## config.mk

```make
export PLATFORM = sky130hd
export DESIGN_NAME = mem_stage
export DESIGN_NICKNAME = d
export VERILOG_FILES = /design/src/rtl/mem_stage.sv
export SDC_FILE = /design/constraint.sdc
export NUM_CORES = 1
export LEC_CHECK = 0
export ABC_AREA = 1
export ABC_CLOCK_PERIOD_IN_PS = 2800
export CAP_MARGIN = 20
export CORE_ASPECT_RATIO = 2
export CORE_MARGIN = 2
export CORE_UTILIZATION = 25
export DETAILED_ROUTE_END_ITERATION = 6
export GPL_TIMING_DRIVEN = 0
export SYNTH_ARGS = -nofsm -noshare
export SYNTH_HDL_FRONTEND = slang
export SYNTH_SLANG_ARGS = --single-unit
```

## constraint.sdc

```tcl
create_clock -name CLK -period 2.8 [get_ports CLK]
set_input_delay 0.56 -clock CLK [delete_from_list [all_inputs] [get_ports CLK]]
set_output_delay 0.56 -clock CLK [all_outputs]
set_load 0.02 [all_outputs]
```

## src/rtl/mem_stage.sv

```systemverilog
// -----------------------------------------------------------------------------
// mem_stage
//   Memory-access pipeline stage sitting between the EX/MEM and MEM/WB
//   registers. Each load or store is run as one transaction on a
//   variable-latency data-memory bus. The stage stalls the pipeline until the
//   transaction finishes, then formats load data (lane select and sign/zero
//   extension) into LoadData_M.
//
// Ports
//   CLK, RST        clock; synchronous active-high reset
//   MRE_X, MWE_X    load / store request from EX/MEM (load wins if both set)
//   Size_X, Uns_X   access size (00 byte, 01 half, 1x word) and zero-extend flag
//   Addr_X, WData_X byte address and right-aligned store data
//   DREQ, DWE       bus request and write flag
//   DADDR, DBE      word-aligned address and byte-lane enables
//   DWDATA          lane-replicated store data
//   DACK, DRDATA    bus acknowledge and read data (valid in the DACK cycle)
//   LoadData_M      registered, formatted load result
//   STALL           freeze upstream pipeline registers this cycle
//   MisAlign        one-cycle pulse: misaligned access dropped
//   BusErr          one-cycle pulse: access timed out
//   state_dbg       current FSM state (IDLE=0, BUSY=1, DONE=2)
//
// Bus handshake: DREQ rises on the edge leaving IDLE and stays high, with
// DWE/DADDR/DBE/DWDATA unchanged, until a cycle in which DACK=1 is sampled
// (or the timeout expires). The transfer completes on that edge and DREQ
// drops. DACK sampled while DREQ is low is ignored.
// -----------------------------------------------------------------------------
module mem_stage #(
  parameter int ADDR_W  = 32,
  parameter int TIMEOUT = 16
) (
  input  logic              CLK,
  input  logic              RST,
  input  logic              MRE_X,
  input  logic              MWE_X,
  input  logic [1:0]        Size_X,
  input  logic              Uns_X,
  input  logic [31:0]       Addr_X,
  input  logic [31:0]       WData_X,
  output logic              DREQ,
  output logic              DWE,
  output logic [ADDR_W-1:0] DADDR,
  output logic [3:0]        DBE,
  output logic [31:0]       DWDATA,
  input  logic              DACK,
  input  logic [31:0]       DRDATA,
  output logic [31:0]       LoadData_M,
  output logic              STALL,
  output logic              MisAlign,
  output logic              BusErr,
  output logic [1:0]        state_dbg
);

  localparam int CNT_W = (TIMEOUT > 2) ? $clog2(TIMEOUT) : 1;

  typedef enum logic [1:0] {
    IDLE = 2'd0,
    BUSY = 2'd1,
    DONE = 2'd2
  } state_t;

  state_t state, state_next;

  logic [CNT_W-1:0] cnt;

  // Access attributes captured at issue so load formatting does not depend
  // on the EX/MEM register staying frozen.
  logic       ld_is_load;
  logic [1:0] ld_size;
  logic       ld_uns;
  logic [1:0] ld_lane;

  logic        acc;
  logic        is_load;
  logic [1:0]  lane;
  logic        misaligned;
  logic        issue;
  logic        timeout_hit;
  logic [3:0]  st_dbe;
  logic [3:0]  req_dbe;
  logic [31:0] st_wdata;
  logic [7:0]  byte_sel;
  logic [15:0] half_sel;
  logic [31:0] fmt_data;

  assign state_dbg = state;

  // ---------------------------------------------------------------------------
  // Request decode
  // ---------------------------------------------------------------------------
  always_comb begin
    acc        = MRE_X | MWE_X;
    is_load    = MRE_X;
    lane       = Addr_X[1:0];
    misaligned = ((Size_X == 2'b01) && lane[0]) ||
                 (Size_X[1] && (lane != 2'b00));
    issue      = acc & ~misaligned;
  end

  always_comb begin
    st_dbe   = 4'b1111;
    st_wdata = WData_X;
    case (Size_X)
      2'b00: begin
        st_dbe   = 4'b0001 << lane;
        st_wdata = {4{WData_X[7:0]}};
      end
      2'b01: begin
        st_dbe   = lane[1] ? 4'b1100 : 4'b0011;
        st_wdata = {2{WData_X[15:0]}};
      end
      default: begin
        st_dbe   = 4'b1111;
        st_wdata = WData_X;
      end
    endcase
    req_dbe = is_load ? 4'b1111 : st_dbe;
  end

  // ---------------------------------------------------------------------------
  // Load formatting from the captured size/lane/extension
  // ---------------------------------------------------------------------------
  always_comb begin
    case (ld_lane)
      2'd0:    byte_sel = DRDATA[7:0];
      2'd1:    byte_sel = DRDATA[15:8];
      2'd2:    byte_sel = DRDATA[23:16];
      default: byte_sel = DRDATA[31:24];
    endcase
    half_sel = ld_lane[1] ? DRDATA[31:16] : DRDATA[15:0];
    case (ld_size)
      2'b00:   fmt_data = {{24{~ld_uns & byte_sel[7]}}, byte_sel};
      2'b01:   fmt_data = {{16{~ld_uns & half_sel[15]}}, half_sel};
      default: fmt_data = DRDATA;
    endcase
  end

  // ---------------------------------------------------------------------------
  // FSM
  // ---------------------------------------------------------------------------
  assign timeout_hit = (cnt == CNT_W'(TIMEOUT - 1));

  always_ff @(posedge CLK) begin
    if (RST) state <= IDLE;
    else     state <= state_next;
  end

  always_comb begin
    state_next = state;
    STALL      = 1'b0;
    case (state)
      IDLE: begin
        if (issue) begin
          state_next = BUSY;
          STALL      = 1'b1;
        end
      end
      BUSY: begin
        STALL = 1'b1;
        if (DACK || timeout_hit) state_next = DONE;
      end
      DONE: begin
        // Pipeline advances on this edge; the completed instruction is not
        // re-examined.
        state_next = IDLE;
      end
      default: state_next = IDLE;
    endcase
    if (RST) STALL = 1'b0;
  end

  // ---------------------------------------------------------------------------
  // Bus and result registers
  // ---------------------------------------------------------------------------
  always_ff @(posedge CLK) begin
    if (RST) begin
      DREQ       <= 1'b0;
      DWE        <= 1'b0;
      DADDR      <= '0;
      DBE        <= 4'b0000;
      DWDATA     <= 32'h0;
      LoadData_M <= 32'h0;
      MisAlign   <= 1'b0;
      BusErr     <= 1'b0;
      cnt        <= '0;
      ld_is_load <= 1'b0;
      ld_size    <= 2'b00;
      ld_uns     <= 1'b0;
      ld_lane    <= 2'b00;
    end else begin
      MisAlign <= 1'b0;
      BusErr   <= 1'b0;
      case (state)
        IDLE: begin
          cnt <= '0;
          if (acc && misaligned) begin
            MisAlign   <= 1'b1;
            LoadData_M <= 32'h0;
          end else if (issue) begin
            DREQ       <= 1'b1;
            DWE        <= ~is_load;
            DADDR      <= {Addr_X[ADDR_W-1:2], 2'b00};
            DBE        <= req_dbe;
            DWDATA     <= st_wdata;
            ld_is_load <= is_load;
            ld_size    <= Size_X;
            ld_uns     <= Uns_X;
            ld_lane    <= lane;
          end
        end
        BUSY: begin
          if (DACK) begin
            DREQ       <= 1'b0;
            cnt        <= '0;
            LoadData_M <= ld_is_load ? fmt_data : 32'h0;
          end else if (timeout_hit) begin
            DREQ       <= 1'b0;
            cnt        <= '0;
            BusErr     <= 1'b1;
            LoadData_M <= 32'h0;
          end else begin
            cnt <= cnt + CNT_W'(1);
          end
        end
        default: begin
        end
      endcase
    end
  end

endmodule
```

==> flow_summary.toml, run 1 <==
[yosys]
ys_top_cells_by_area = "dfxtp_1 (44%), nand2_1 (10%), a21oi_1 (8.4%)"
yosysWarnings = 0
syn-cell-area_um2 = 5159
synth_top_area_share_pct = 44.24
synthCells = 718
synth_area_leader_cell = "dfxtp_1"
avgSynthCellArea_um2 = 7.185
ys_types = 35
ys_seq_area_share_pct = 44.24
synth-seq-cells = 114

[sta]
period_share_pct = 95.87
rsz0062_at_grt = "false"
max_freq_mhz = 372.5
finClkSkew_ns = 0.01187
hold_viol_final = 0
setup_violations = 0
worst_pin_slew_ns = 0.6003
period_needed_ns = 2.684
slew_violations = 0
slew_headroom_pct = 59.98

[flow_run]
drv_cap = 0

[floorplan]
start_util_pct = 25.33
die_h_um = 207.2
die_area_um2 = 21870
ios = 211
die_x_um = 105.6
coreArea_um2 = 20370
row_count = 74

[placement]
dp_hpwl_um = 17240
io_buffer_count = 206
postPlaceCellArea_um2 = 7557
gp_congestion = 0.9133

[finish]
mostFrequentLayoutCell = "clkdlybuf4s50_1"
nets = 1049
diodes = 0
final_layout_size_suffix_gt1_share_pct = 9.822
stdcell_area_um2 = 8162
layout_common_cells = "clkdlybuf4s50_1 (203), nand2_1 (142), dfxtp_1 (114), nor2_1 (96), a21oi_1 (87)"
final_util_pct = 40.07
area_delta_synth_final_pct = 58.21

[detailed_routing]
dr.pass1.iters = 4
via_per_inst = 4.629
wire_per_inst_um = 17.52
drtIter0Drc = 176
ant_nets = 0
vias = 5661
wirelength_um = 21430
drc = 0

[clocking]
worst_skew_pair.late_latency_ns = 0.41
cts_htree_levels = 4
cts_tree = "built"
post_cts_buffers = 0
cts_made_buffers = 17
clock_path_buffers = 2
cts_hold_buffers = 0
cts.sinks = 114
clk_pin_slew_ns = 0.05
clockRootBuffer = "clkbuf_16"

[pwr]
power_leakage_nw = 3.190
ir_drop_uv = 330.7
power_density_nw_per_um2 = 634.4
finalPower_mw = 5.177

[critical_path]
cpLargestDelayFamily = "buffers and inverters"
reg2regPathDepth = 9
path_class = "in2out"
max_stage_delay_ns = 0.44
r2r_slack_ns = 1.15
worstPathMaxFanout = 10
regToRegEndpoint = "LoadData_M[5]$_SDFFE_PP0P_"
reg2reg_from = "ld_lane[1]$_SDFFE_PP0P_"
required_ns = 2.24
cp-end-kind = "primary output"
path_buf_inv = 5
worstSetupStartpointType = "input pin"
arrival_ns = 2.12
path_cells = "clkdlybuf4s50_1 -> inv_1 -> nand2_1 -> o21ai_1 -> nand2_1 -> buf_4 -> buf_4 -> a21oi_1 -> buf_2"
cp.depth = 9
cp_slowest_cell = "clkdlybuf4s50_1"

[worst_hold_path]
whs_path_depth = 2
worstHoldStart = "DWDATA[5]$_SDFFE_PP0P_"
hold_path_class = "reg2reg"
min_to = "DWDATA[5]$_SDFFE_PP0P_"

[outcome]
run_status = "completed"

[global_route]
grt_overflow_total = 0
grt_antenna_before_repair = 0
grt_pass1_vias = 5840
grt_max_degree = 17
grt_first_pass_wirelength_um = 33020
grt.total_usage_pct = 19.82
-- synth_stat cells --
| cell type | instances |
|---|---|
| nor2_1 | 96 |
| a32oi_1 | 1 |
| o211ai_1 | 5 |
| conb_1 | 1 |
| nor2_2 | 1 |
| inv_1 | 28 |
| nor3_2 | 1 |
| nor2_8 | 1 |
| clkbuf_1 | 18 |
| nand2_4 | 1 |
| ha_1 | 1 |
| buf_6 | 7 |
| o21ai_0 | 66 |
| nand3_1 | 73 |
| o21a_1 | 2 |
| a31oi_1 | 7 |
| nor4_1 | 1 |
| o21ai_1 | 3 |
| nand2_2 | 1 |
| nor2_4 | 1 |
| nand2_1 | 142 |
| inv_2 | 3 |
| buf_4 | 11 |
| nand3b_1 | 1 |
| dfxtp_1 | 114 |
| xnor2_1 | 1 |
| or2_2 | 19 |
| o21a_2 | 1 |
| clkinv_2 | 1 |
| buf_2 | 15 |
| or2_0 | 2 |
| a21oi_1 | 87 |
| nand3_4 | 2 |
| a221oi_1 | 1 |
| o22ai_1 | 3 |
-- where the power goes --
group,switching [mW],total (mW),internal (mW),leakage (nW)
combinational,0.615,1.10,0.485,1.97
sequential,0.0656,1.80,1.74,0.933
clock,0.769,2.28,1.51,0.290
total,1.45,5.18,3.73,3.19
-- final cells by class --
class	count	area (µm²)
clock inverter	10	157.7
multi-input combinational	522	2455
sequential	114	2282
tap	266	332.8
buffer	51	304.0
inverter	32	121.4
clock buffer	22	454.2
timing repair buffer	206	2054
fill	2165	12210
-- metrics by stage --
step	hold slack (ns)	setup TNS [ns]	setup slack (ns)	cells
after floorplan	0.4439	0	0.6501	719
after global placement	0.4508	-0.4942	-0.4942	1191
after detailed placement	0.4554	-0.4893	-0.4893	1191
after CTS	0.4640	0	0.08073	1223
after global routing	0.4789	0	0.03021	1223
final	0.4619	0	0.1157	1223
-- worst max path at each step --
stage                    from    end
finish              Addr_X[0]  STALL
global route        Addr_X[0]  STALL
CTS                 Addr_X[0]  STALL
detailed placement      MRE_X  STALL
global placement        MRE_X  STALL
floorplan           Size_X[0]  STALL
-- flip-flops by register name (all words and copies together) (netlist names) --
name	flops
ld_lane	2
DWE	1
DBE	4
DREQ	1
MisAlign	1
cnt	4
BusErr	1
LoadData_M	32
ld_size	2
state_dbg	2
ld_uns	1
DADDR	30
ld_is_load	1
DWDATA	32
-- repair_timing --
item	CTS	global route
hold endpoints to repair	0	0
gates resized for setup	6	0
setup endpoints to repair	1	0
-- logic make-up (layout without fill, tap and decap cells) --
family,after synthesis,in the layout,synth area share (%)
adder cells (fa/ha/maj),1,1,0.2425
other,1,2,0.07269
flip-flops,114,114,44.24
XOR/XNOR,1,1,0.1698
AND/OR/NAND/NOR,342,342,29.15
AO/OA/AOI/OAI,176,176,17.88
buffers and inverters,83,321,8.246
-- tightest hold or removal path, delay by kind of cell (launching register included) --
family             cells  cell delay, ns
DFF                    1            0.30
and+or+nand+nor        1            0.06
AOI/OAI and AO/OA      1            0.05
-- metal layers --
metal	up-vias	wire length, µm	global-route usage (%)
li1	2828	-	-
met5	-	0	0
met2	181	12320	39.89
met3	33	934	4.342
met1	2619	7361	17.92
met4	0	815	9.574
(Power assumes the default switching activity.)
==> inputs of run 2 (changes only) <==
- ABC_CLOCK_PERIOD_IN_PS: 2800 -> 3380
- clock period: 2.8 -> 3.38 ns (I/O delays scaled with it)
==> run 2 against run 1 <==
Effect of this change: sequential share of layout area is essentially flat; non-clock buffer count is the same; clock skew is essentially flat; sequential cell count is the same; global-route usage is the same; design area is essentially flat; worst hold slack is essentially flat; register-to-register slack gained 0.58 ns; sequential power shrank 17%; critical path type unchanged; critical endpoint unchanged.
==> flow_summary.toml, run 2 (synthesis results as in run 1) <==
[critical_path]
worstPathMaxFanout = 10
path_class = "in2out"
arrival_ns = 2.55
reg2regPathDepth = 9
cp-end-kind = "primary output"
regToRegEndpoint = "LoadData_M[5]$_SDFFE_PP0P_"
r2r_slack_ns = 1.73
worstSetupStartpointType = "input pin"
required_ns = 2.70
reg2reg_from = "ld_lane[1]$_SDFFE_PP0P_"

[finish]
reg_top3 = "DWDATA x32, LoadData_M x32, DADDR x30"
diodes = 0
final_util_pct = 40.10
nets = 1049
stdcell_area_um2 = 8168
final_layout_size_suffix_gt1_share_pct = 9.718
layout.cells.non_filler = 1223
mostFrequentLayoutCell = "clkdlybuf4s50_1"
area_delta_synth_final_pct = 58.33
layout_common_cells = "clkdlybuf4s50_1 (205), nand2_1 (142), dfxtp_1 (114), nor2_1 (96), a21oi_1 (87)"
fill_cells = 2167

[floorplan]
row_count = 74
die_x_um = 105.6
die_h_um = 207.2
start_util_pct = 25.33
coreArea_um2 = 20370
ios = 211
die_area_um2 = 21870

[clocking]
cts_hold_buffers = 0
cts_tree = "built"
clockRootBuffer = "clkbuf_16"
cts_htree_levels = 4
clk_pin_slew_ns = 0.05
worst_skew_pair.late_latency_ns = 0.41
cts_made_buffers = 17
clock_path_buffers = 2
cts.sinks = 114

[global_route]
grt.total_usage_pct = 19.82
grt_pass1_vias = 5840
grt_overflow_total = 0
grt_first_pass_wirelength_um = 33020
grt_max_degree = 17
grt_antenna_before_repair = 0

[detailed_routing]
wirelength_um = 21410
wl_met3_um = 934
wire_per_inst_um = 17.51
drc = 0
wl_met1_um = 7344
wl_met2_um = 12320
ant_nets = 0
drtIter0Drc = 176
vias = 5659
dr.pass1.iters = 4
via_per_inst = 4.627
highest_layer = "met4"

[sta]
slew_violations = 0
max_freq_mhz = 310.5
rsz0062_at_grt = "false"
period_share_pct = 95.30
period_needed_ns = 3.221
hold_viol_final = 0
finClkSkew_ns = 0.01187
worst_pin_slew_ns = 0.6003
slew_headroom_pct = 59.98
hold_slack_ns = 0.4619
setup_violations = 0

[pwr]
ir_drop_uv = 274.0
power_density_nw_per_um2 = 525.2
power_leakage_nw = 3.189

[worst_hold_path]
worstHoldStart = "DWDATA[5]$_SDFFE_PP0P_"
hold_path_class = "reg2reg"
whs_path_depth = 2
min_to = "DWDATA[5]$_SDFFE_PP0P_"

[placement]
gp_congestion = 0.9133
postPlaceCellArea_um2 = 7557
dp_hpwl_um = 17240
place_inst = 1191
io_buffer_count = 206

[outcome]
run_status = "completed"

[flow_run]
drv_cap = 0
[run 2: changes by cell type in the layout (fill, tap and decap cells not counted)]
cell and change:
dlygate4sd2_1 -1, buf_2 -1, clkdlybuf4s50_1 +2
[run 2: how the worst max path moves through the flow]
| stage | startpoint | to | cells after the start |
|---|---|---|---|
| 3_5_place_dp | MRE_X | STALL | 8 |
| 2_1_floorplan | Size_X[0] | STALL | 6 |
| 6_report | MRE_X | STALL | 8 |
| 5_1_grt | MRE_X | STALL | 8 |
| 4_1_cts | MRE_X | STALL | 8 |
| 3_3_place_gp | MRE_X | STALL | 8 |
[run 2: report_power, final]
group	switching, mW	internal [mW]	leakage [nW]
logic	0.510	0.403	1.97
registers	0.0543	1.44	0.933
clock network	0.636	1.25	0.290
total	1.20	3.09	3.19
[run 2: routing by layer]
metal  vias up  track usage, %
met1      2617           17.92
li1       2828               -
met2       181           39.89
met4         0           9.574
met3        33           4.342
met5         -               0
[run 2: final cells by class]
| type | instances | area (µm²) | area share [%] |
|---|---|---|---|
| well taps | 266 | 332.8 | 4.075 |
| plain buffers | 51 | 304.0 | 3.722 |
| inverters | 32 | 121.4 | 1.486 |
| repair buffers | 206 | 2061 | 25.23 |
| flip-flops and latches | 114 | 2282 | 27.94 |
| clock inverters | 10 | 157.7 | 1.930 |
| multi-input cells | 522 | 2455 | 30.06 |
| clock buffers | 22 | 454.2 | 5.561 |
[run 2: repair_timing]
| item | CTS | global route |
|---|---|---|
| setup endpoints to repair | 1 | 0 |
| resized for setup | 1 | 0 |
| buffers inserted | 0 | 0 |
| hold endpoints to repair | 0 | 0 |
[run 2: per-stage QoR]
stage / power (mW) / TNS [ns] / setup WS, ns
2_1_floorplan: 1.984 / 0 / 0.9981
3_3_place_gp: 2.437 / -0.1462 / -0.1462
3_5_place_dp: 2.442 / -0.1413 / -0.1413
4_1_cts: 4.343 / 0 / 0.1193
5_1_grt: 4.472 / 0 / 0.03420
6_report: 4.289 / 0 / 0.1589
[run 2: critical path, stage by stage]
cell and delay (ns):
clkdlybuf4s50_1 0.58, nor2_1 0.09, nor3_2 0.16, nand2_1 0.14, buf_4 0.21, buf_4 0.19, a21oi_1 0.12, dlygate4sd2_1 0.36
==> inputs of run 3 (changes only) <==
- SLEW_MARGIN: not set -> 25
==> results of run 3 <==
Same layout as run 2: the final DEF is identical, and so are final timing and power.
